==> src/rtl/otter_uart_pkg.sv <==
// ============================================================================
// Module   : otter_uart_pkg
// Purpose  : Shared state encoding and framing constants for the OTTER UART TX.
// Revision : 1.0 - initial release
// ============================================================================
`timescale 1ns/1ps
`default_nettype none

package otter_uart_pkg;

  typedef enum logic [2:0] {
    IDLE   = 3'd0,
    START  = 3'd1,
    DATA   = 3'd2,
    PARITY = 3'd3,
    STOP   = 3'd4
  } tx_state_t;

  localparam int   DATA_BITS  = 8;
  localparam logic IDLE_LEVEL = 1'b1;

  // Even parity: the bit that makes the total count of ones even.
  function automatic logic even_parity(input logic [DATA_BITS-1:0] b);
    return ^b;
  endfunction

endpackage

`default_nettype wire

==> src/rtl/otter_uart_tx_fifo.sv <==
// ============================================================================
// Module   : otter_uart_tx_fifo
// Purpose  : Synchronous FIFO buffering bytes ahead of the UART serialiser.
// Revision : 1.0 - initial release
// ============================================================================
`timescale 1ns/1ps
`default_nettype none

module otter_uart_tx_fifo
  import otter_uart_pkg::*;
#(
  parameter int WIDTH = DATA_BITS,
  parameter int DEPTH = 8
) (
  input  logic             clk,
  input  logic             rst_n,
  input  logic             push,
  input  logic [WIDTH-1:0] wdata,
  input  logic             pop,
  output logic [WIDTH-1:0] rdata,
  output logic             full,
  output logic             empty
);

  localparam int AW = $clog2(DEPTH);

  logic [AW:0]      r_wr_ptr;
  logic [AW:0]      r_rd_ptr;
  logic [WIDTH-1:0] r_mem [DEPTH];

  logic w_pop_ok;
  logic w_push_ok;

  assign empty = (r_wr_ptr == r_rd_ptr);
  assign full  = (r_wr_ptr[AW] != r_rd_ptr[AW]) &&
                 (r_wr_ptr[AW-1:0] == r_rd_ptr[AW-1:0]);
  assign rdata = r_mem[r_rd_ptr[AW-1:0]];

  // A push into a full FIFO is accepted when the head leaves in the same cycle.
  assign w_pop_ok  = pop && !empty;
  assign w_push_ok = push && (!full || w_pop_ok);

  always_ff @(posedge clk or negedge rst_n) begin
    if (!rst_n) begin
      r_wr_ptr <= '0;
      r_rd_ptr <= '0;
    end else begin
      if (w_push_ok) r_wr_ptr <= r_wr_ptr + 1'b1;
      if (w_pop_ok)  r_rd_ptr <= r_rd_ptr + 1'b1;
    end
  end

  always_ff @(posedge clk) begin
    if (w_push_ok) r_mem[r_wr_ptr[AW-1:0]] <= wdata;
  end

endmodule

`default_nettype wire

==> src/rtl/otter_uart_tx.sv <==
// ============================================================================
// Module   : otter_uart_tx
// Purpose  : MMIO UART transmitter, FIFO-buffered, 8N1 LSB first.
//            Define OTTER_UART_PARITY_EN to append an even parity bit (8E1).
// Revision : 1.0 - initial release
// ============================================================================
`timescale 1ns/1ps
`default_nettype none

module otter_uart_tx
  import otter_uart_pkg::*;
#(
  parameter int CLKS_PER_BIT = 868,
  parameter int FIFO_DEPTH   = 8
) (
  input  logic                 clk,
  input  logic                 rst_n,
  input  logic                 wr_en,
  input  logic [DATA_BITS-1:0] wr_data,
  input  logic                 clr_ovf,
  output logic                 full,
  output logic                 empty,
  output logic                 busy,
  output logic                 ovf,
  output logic                 tx
);

  localparam int                BAUD_W     = (CLKS_PER_BIT > 1) ? $clog2(CLKS_PER_BIT) : 1;
  localparam logic [BAUD_W-1:0] c_baud_last = BAUD_W'(CLKS_PER_BIT - 1);
  localparam logic [2:0]        c_last_bit  = 3'(DATA_BITS - 1);

  tx_state_t              r_state;
  tx_state_t              w_state_nxt;
  logic [BAUD_W-1:0]      r_baud;
  logic [2:0]             r_bit_cnt;
  logic [DATA_BITS-1:0]   r_shift;
  logic                   r_tx;
  logic                   r_ovf;
  logic [DATA_BITS-1:0]   w_fifo_rdata;
  logic                   w_pop;
  logic                   w_tx_nxt;
  logic                   w_baud_done;
  logic                   w_drop;
`ifdef OTTER_UART_PARITY_EN
  logic                   r_parity;
`endif

  otter_uart_tx_fifo #(
    .WIDTH (DATA_BITS),
    .DEPTH (FIFO_DEPTH)
  ) u_fifo (
    .clk   (clk),
    .rst_n (rst_n),
    .push  (wr_en),
    .wdata (wr_data),
    .pop   (w_pop),
    .rdata (w_fifo_rdata),
    .full  (full),
    .empty (empty)
  );

  assign w_baud_done = (r_baud == c_baud_last);
  assign w_drop      = wr_en && full && !w_pop;

  always_comb begin
    w_state_nxt = r_state;
    w_pop       = 1'b0;
    w_tx_nxt    = IDLE_LEVEL;
    case (r_state)
      IDLE: begin
        if (!empty) begin
          w_pop       = 1'b1;
          w_state_nxt = START;
        end
      end
      START: begin
        w_tx_nxt = 1'b0;
        if (w_baud_done) w_state_nxt = DATA;
      end
      DATA: begin
        w_tx_nxt = r_shift[0];
        if (w_baud_done && (r_bit_cnt == c_last_bit)) begin
`ifdef OTTER_UART_PARITY_EN
          w_state_nxt = PARITY;
`else
          w_state_nxt = STOP;
`endif
        end
      end
`ifdef OTTER_UART_PARITY_EN
      PARITY: begin
        w_tx_nxt = r_parity;
        if (w_baud_done) w_state_nxt = STOP;
      end
`endif
      STOP: begin
        w_tx_nxt = 1'b1;
        if (w_baud_done) w_state_nxt = IDLE;
      end
      default: w_state_nxt = IDLE;
    endcase
  end

  // TX is the registered copy of the current state's line level, so it trails the state by one cycle.
  always_ff @(posedge clk or negedge rst_n) begin
    if (!rst_n) begin
      r_state   <= IDLE;
      r_tx      <= IDLE_LEVEL;
      r_baud    <= '0;
      r_bit_cnt <= '0;
      r_shift   <= '0;
    end else begin
      r_state <= w_state_nxt;
      r_tx    <= w_tx_nxt;

      if ((w_state_nxt != r_state) || (r_state == IDLE) || w_baud_done)
        r_baud <= '0;
      else
        r_baud <= r_baud + 1'b1;

      if (w_pop)
        r_shift <= w_fifo_rdata;
      else if ((r_state == DATA) && w_baud_done)
        r_shift <= r_shift >> 1;

      if (r_state != DATA)
        r_bit_cnt <= '0;
      else if (w_baud_done)
        r_bit_cnt <= r_bit_cnt + 1'b1;
    end
  end

`ifdef OTTER_UART_PARITY_EN
  // The shift register is consumed during DATA, so parity is captured at pop time.
  always_ff @(posedge clk or negedge rst_n) begin
    if (!rst_n)     r_parity <= 1'b0;
    else if (w_pop) r_parity <= even_parity(w_fifo_rdata);
  end
`endif

  // A dropped write in the same cycle as a clear leaves the flag set.
  always_ff @(posedge clk or negedge rst_n) begin
    if (!rst_n)       r_ovf <= 1'b0;
    else if (w_drop)  r_ovf <= 1'b1;
    else if (clr_ovf) r_ovf <= 1'b0;
  end

  assign busy = (r_state != IDLE);
  assign tx   = r_tx;
  assign ovf  = r_ovf;

endmodule

`default_nettype wire

==> config.mk <==
export PLATFORM = sky130hd
export DESIGN_NAME = otter_uart_tx
export DESIGN_NICKNAME = d
export VERILOG_FILES = /design/src/rtl/otter_uart_pkg.sv /design/src/rtl/otter_uart_tx_fifo.sv /design/src/rtl/otter_uart_tx.sv
export SDC_FILE = /design/constraint.sdc
export NUM_CORES = 1
export LEC_CHECK = 0
export CORE_UTILIZATION = 40
export DETAILED_ROUTE_END_ITERATION = 12
export GPL_ROUTABILITY_DRIVEN = 0
export GPL_TIMING_DRIVEN = 0
export HOLD_SLACK_MARGIN = 0.12
export PLACE_DENSITY_LB_ADDON = 0.3
export SLEW_MARGIN = 5
export SYNTH_ARGS = -nofsm -noshare
export SYNTH_HDL_FRONTEND = slang
export SYNTH_SLANG_ARGS = --single-unit
==> constraint.sdc <==
create_clock -name clk -period 3.2 [get_ports clk]
set_input_delay 0.96 -clock clk [delete_from_list [all_inputs] [get_ports clk]]
set_output_delay 0.96 -clock clk [all_outputs]
set_load 0.05 [all_outputs]
[After elaboration in Yosys (flattened, before gate mapping)]
Memory sizes are Yosys's and may differ from the RTL's.
Index checks and enable logic that the tools add are counted.
Cells by class
  equality and inequality tests: 10
  mux-type cells: 17
  reductions and logical operators: 18
  $add $sub $neg: 4
Operators by type and width (number)
  $mux W3: 6
  $mux W8: 2
  $pmux W3 S4: 1
  $add A10 B1 Y10 const B: 1
  $eq A10 B10 Y1 const B: 1
  $mux W10: 1
  $add A4 B1 Y4 const B: 2
  $logic_and A1 B1 Y1: 7
  $eq A3 B3 Y1 const B: 2
  $mux W1: 6
  $reduce_bool A2 Y1: 3
  $eq A4 B4 Y1: 1
  $add A3 B1 Y3 const B: 1
  $eq A3 B1 Y1 const B: 1
  $eq A3 B2 Y1 const B: 1
  $eq A3 B3 Y1: 1
  $logic_not A1 Y1: 3
  $logic_not A3 Y1: 1
  $logic_or A1 B1 Y1: 3
  $ne A3 B2 Y1 const B: 1
  $ne A3 B3 Y1: 1
  $reduce_bool A3 Y1: 1
  $pmux W1 S2: 1
  $ne A1 B1 Y1: 1
Word-level totals
  RAM bits: 64
  bits in registers: 34
  input port bits: 12
  memories: 1
  output and inout bits: 5
  word-level logic and storage cells: 58
Memory list
  u_fifo.r_mem: words 8, bits a word 8, read ports 1, clocked after Yosys merged registers in 0, wr ports 1, line otter_uart_tx_fifo.sv:29  | logic [WIDTH-1:0] r_mem [DEPTH];

[Longest topological paths before layout]
  depth in word-level cells: 8
  mapped depth: 6
  mapped depth without buffers: 5

[Modules after synthesis]
From an unflattened synthesis, not the netlist that was laid out.
Second synthesis, totals
  cells, all modules: 281
  area, all modules: 4377.9 µm²
Modules (own cells, without submodules)
  otter_uart_tx_fifo: seq. area each 2122.0 µm², area each 2987.9 µm², cells an instance 151, times used 1
  otter_uart_tx: seq. area each 651.9 µm², area each 1390.1 µm², cells an instance 130, times used 1

[Worst setup path after synthesis]
Ideal clock, no wire load.
  path type: reg-to-output
  from: reg u_fifo.r_rd_ptr[0]
  to: out empty
  path slack: -0.025 ns
  required time: 2.240 ns
  buffers on the path: 1
  stages on the path, launching flop included: 4
  arrival time: 2.265 ns
  path through: dfrtp_1 > buf_2 > xor2_1 > nor4_1
Between the ends
  cells in the longest elaborated chain, start to end: 1
RTL lines
  from (decl): line otter_uart_tx_fifo.sv:28  | logic [AW:0] r_rd_ptr;
  from (signal assigned): line otter_uart_tx_fifo.sv:49  | if (w_pop_ok) r_rd_ptr <= r_rd_ptr + 1'b1;
  $eq A4 B4 Y1: line otter_uart_tx_fifo.sv:34  | assign empty = (r_wr_ptr == r_rd_ptr);
  to (decl): line otter_uart_tx.sv:22  | output logic empty,
Every way passes these cells.

[Worst setup path in the final report]
  from: reg r_state[2]
  to: out busy
Between the ends
  cells in the longest elaborated chain, start to end: 1
RTL lines
  from (decl): line otter_uart_tx.sv:32  | tx_state_t r_state;
  from (signal assigned): line otter_uart_tx.sv:113  | r_state <= w_state_nxt;
  $reduce_bool A3 Y1: line otter_uart_tx.sv:148  | assign busy = (r_state != IDLE);
  to (decl): line otter_uart_tx.sv:23  | output logic busy,
Every way passes these cells.

==> results by group <==
Status
  • Status: finished, final reports clean

Finish
  • Filler cells: 899
  • Area Growth Syn to Fin: 14.0%
  • # diodes: 0
  • Layout Cell Area excl Fill: 4720 um2
  • Layout cell share with drive strength beyond 1: 19.3%
  • Final Util: 47.6%
  • Cell Count, Final, Fillers Out: 434
  • Register Area: 2770 um2
  • NumNets Final: 313
  • Area of the multi-input gates: 1290 um2

STA
  • Setup Viol. Count Final: 0
  • Final Max Tran Viols: 0
  • Worst slew margin: 19.9%
  • Final Hold Fails: 0
  • Fin crit period: 3060 ps
  • Tightest Pin Transition: 1200 ps
  • Max Fclk: 326 MHz
  • Period Utilization, post-route: 95.7%
  • Final Skew: 8.84 ps
  • RSZ-0062 raised after global routing: no

CTS
  • Worst-skew pair later-pin latency: 360 ps
  • Num CTS Buffers: 9
  • Worst-path clk slew: 100 ps
  • Max Buffers Root-to-Sink: 2
  • CTS HTree Levels: 3
  • Root Buffer Master: clkbuf_8
  • CTS tree: built
  • CTS Sinks: 98

GRT
  • Vias in the first global route: 2249
  • First-pass GRT wire length: 11.7 mm
  • Grt ovf: 0
  • Largest net degree at the start of global routing: 35
  • Antenna violations before repair: 0
  • Tot GR Track Use: 14.4%

Placed design
  • Port buffer count: 16
  • Hpwl dp: 4.70 mm
  • Post-Place Cell Area: 4500 um2
  • Dpl cells: 419

Pwr
  • Pwr Density: 835 nW/um2
  • Max IR drop VDD: 0.400 mV
  • Static leakage: 1.69 nW
  • Pwr Total: 3.94 mW

Drt
  • WL met2: 3.50 mm
  • Vias/cell: 5.09
  • Top Metal Used: met4
  • Post-DR wirelength/cell: 16.2 um
  • DRT met1 WL: 3.25 mm
  • Routed met3 length: 242 um
  • Drt pass-1 iters: 4
  • 1st-iter DRT viols: 123
  • Final ANT Viol Nets: 0
  • Final wirelength: 7.05 mm
  • Vias: 2210
  • DR DRC count: 0

Die
  • Die footprint: 10800 um2
  • Chip Height: 104 um
  • Row Count: 36
  • Initial Util: 41.8%
  • Die width: 104 um
  • Top Ports: 17
  • Core ar.: 9910 um2

Hold path
  • Worst Hold Class: reg2reg

Logic synthesis
  • Seq cells post-synth: 98
  • Top cells by count, synth: edfxtp_1, dfrtp_1, nor2_1
  • Synth Area per Inst: 15.4 um2
  • Async SR Flop Fraction: 34.7%
  • Yosys Warn Count: 0
  • Dominant cells by area after synthesis: edfxtp_1, dfrtp_1, mux4_2, xnor2_1, nor2_1
  • Ys flop type: edfxtp_1
  • Most repeated cell in the gate-level netlist after synthesis: edfxtp_1
  • Net count after synthesis: 286
  • Distinct cell type count after synthesis: 39
  • Post-synthesis sequential area ratio: 67.0%
  • Syn Inst Count: 269
  • Leading area contributor after synthesis: edfxtp_1
  • Number of synthesized flops with an enable pin: 64
  • Top cell type's share of synthesized area: 46.4%
  • Post-Syn Area: 4140 um2

Job
  • Max-cap violations: 0

Setup path
  • Startpoint types: register
  • Crit-path cells: buf_2 -> nor3_2 -> inv_1 -> clkdlybuf4s50_1
  • Worst path arrival time: 2100 ps
  • Crit path required time: 2240 ps
  • Slowest cell on the critical path: clkdlybuf4s50_1
  • CP delay by family, top: buffers and inverters
  • Critical path capture point type: output pin
  • Worst Setup Path Type: reg2out
  • Worst path bufs/invs: 3
  • Max incr delay on CP: 720 ps
  • Largest fanout on the critical path: 9
## sequential cells by signal (all words and copies together), names as in the netlist
signal / count
ovf: 1
r_state: 3
u_fifo.r_rd_ptr: 4
r_shift: 8
tx: 1
r_bit_cnt: 3
u_fifo.r_mem: 64
u_fifo.r_wr_ptr: 4
r_baud: 10
## final timing paths
check / start / endpoint / slack (ps) / cells past startpoint
min in group asynchronous: rst_n / r_bit_cnt[0] / 650 / 1
max reg2reg: u_fifo.r_rd_ptr[1] / u_fifo.r_mem[7][6] / 740 / 5
max in group asynchronous: rst_n / r_shift[5] / 2070 / 1
min: r_baud[0] / r_baud[0] / 490 / 1
max: r_state[2] / busy / 140 / 4
min reg2reg: r_baud[0] / r_baud[0] / 490 / 1
## power by group
part / total (mW) / switching [mW] / internal (mW) / leakage [nW]
Combinational: 1.28 / 0.723 / 0.560 / 0.572
Sequential: 1.79 / 0.153 / 1.64 / 1.01
Clock: 0.866 / 0.479 / 0.387 / 0.109
Total: 3.94 / 1.35 / 2.59 / 1.69
## final cells by class
| cell class | count | area share [%] |
|---|---|---|
| Inverter | 8 | 0.636 |
| Multi-Input combinational cell | 148 | 27.4 |
| Tap cell | 133 | 3.53 |
| Timing Repair Buffer | 17 | 3.34 |
| Clock inverter | 7 | 2.04 |
| Sequential cell | 98 | 58.8 |
| Buffer | 14 | 1.67 |
| Clock buffer | 9 | 2.62 |
## through the flow
stage	hold WS, ps	setup TNS [ps]	worst slack (ps)
floorplan	455	0	543
global placement	472	-7970	-530
detailed placement	477	0	36.0
CTS	491	0	58.5
global route	521	0	10.5
finish	489	0	136
## per-layer routing
| metal | track usage [%] | vias up |
|---|---|---|
| met5 | 0 | - |
| met2 | 23.8 | 32 |
| met3 | 3.59 | 6 |
| li1 | - | 1063 |
| met1 | 18.9 | 1109 |
| met4 | 4.59 | 0 |
## cell usage in the layout, fill, tap and decap left out, drive strengths merged, types with 3 or more instances in the layout
cell and n:
a211oi 3, nand2 9, nor4 3, nand4 3, nor3 8, xor2 10, mux4 16, dfrtp 33
mux2i 8, clkbuf 13, a21oi 8, o211ai 3, edfxtp 64, clkdlybuf4s50 13, buf 13, xnor2 13
ha 5, nand3 8, nor2b 4, inv 12, nor2 24, o21ai 5, a221o 4
## logic make-up (layout without fill, tap and decap cells)
family,after synthesis,count (layout),synth area share (%)
xor gates and xnor gates,23,23,4.86
adders and majority gates,5,5,1.51
muxes,26,26,11.2
buffers and inverters,23,55,2.72
AOI/OAI and AO/OA,26,26,4.41
DFF,98,98,67.0
and+or+nand+nor,68,68,8.34
## worst register-to-register path: cells and delay by family, from the launching register on
kind,cells,cell delay [ps]
AND/OR/NAND/NOR,1,180
flip-flops,1,400
AO/OA/AOI/OAI,1,940
XOR/XNOR,1,120
buffers and inverters,2,440
## timing repair
action	CTS	global route
pin swaps	0	0
hold buffers	0	0
gates resized for setup	3	3
endpoints found under the setup margin	3	2
setup buffers	0	0
endpoints found under the hold margin	0	0
No activity file was read; power rests on OpenSTA's default activity.
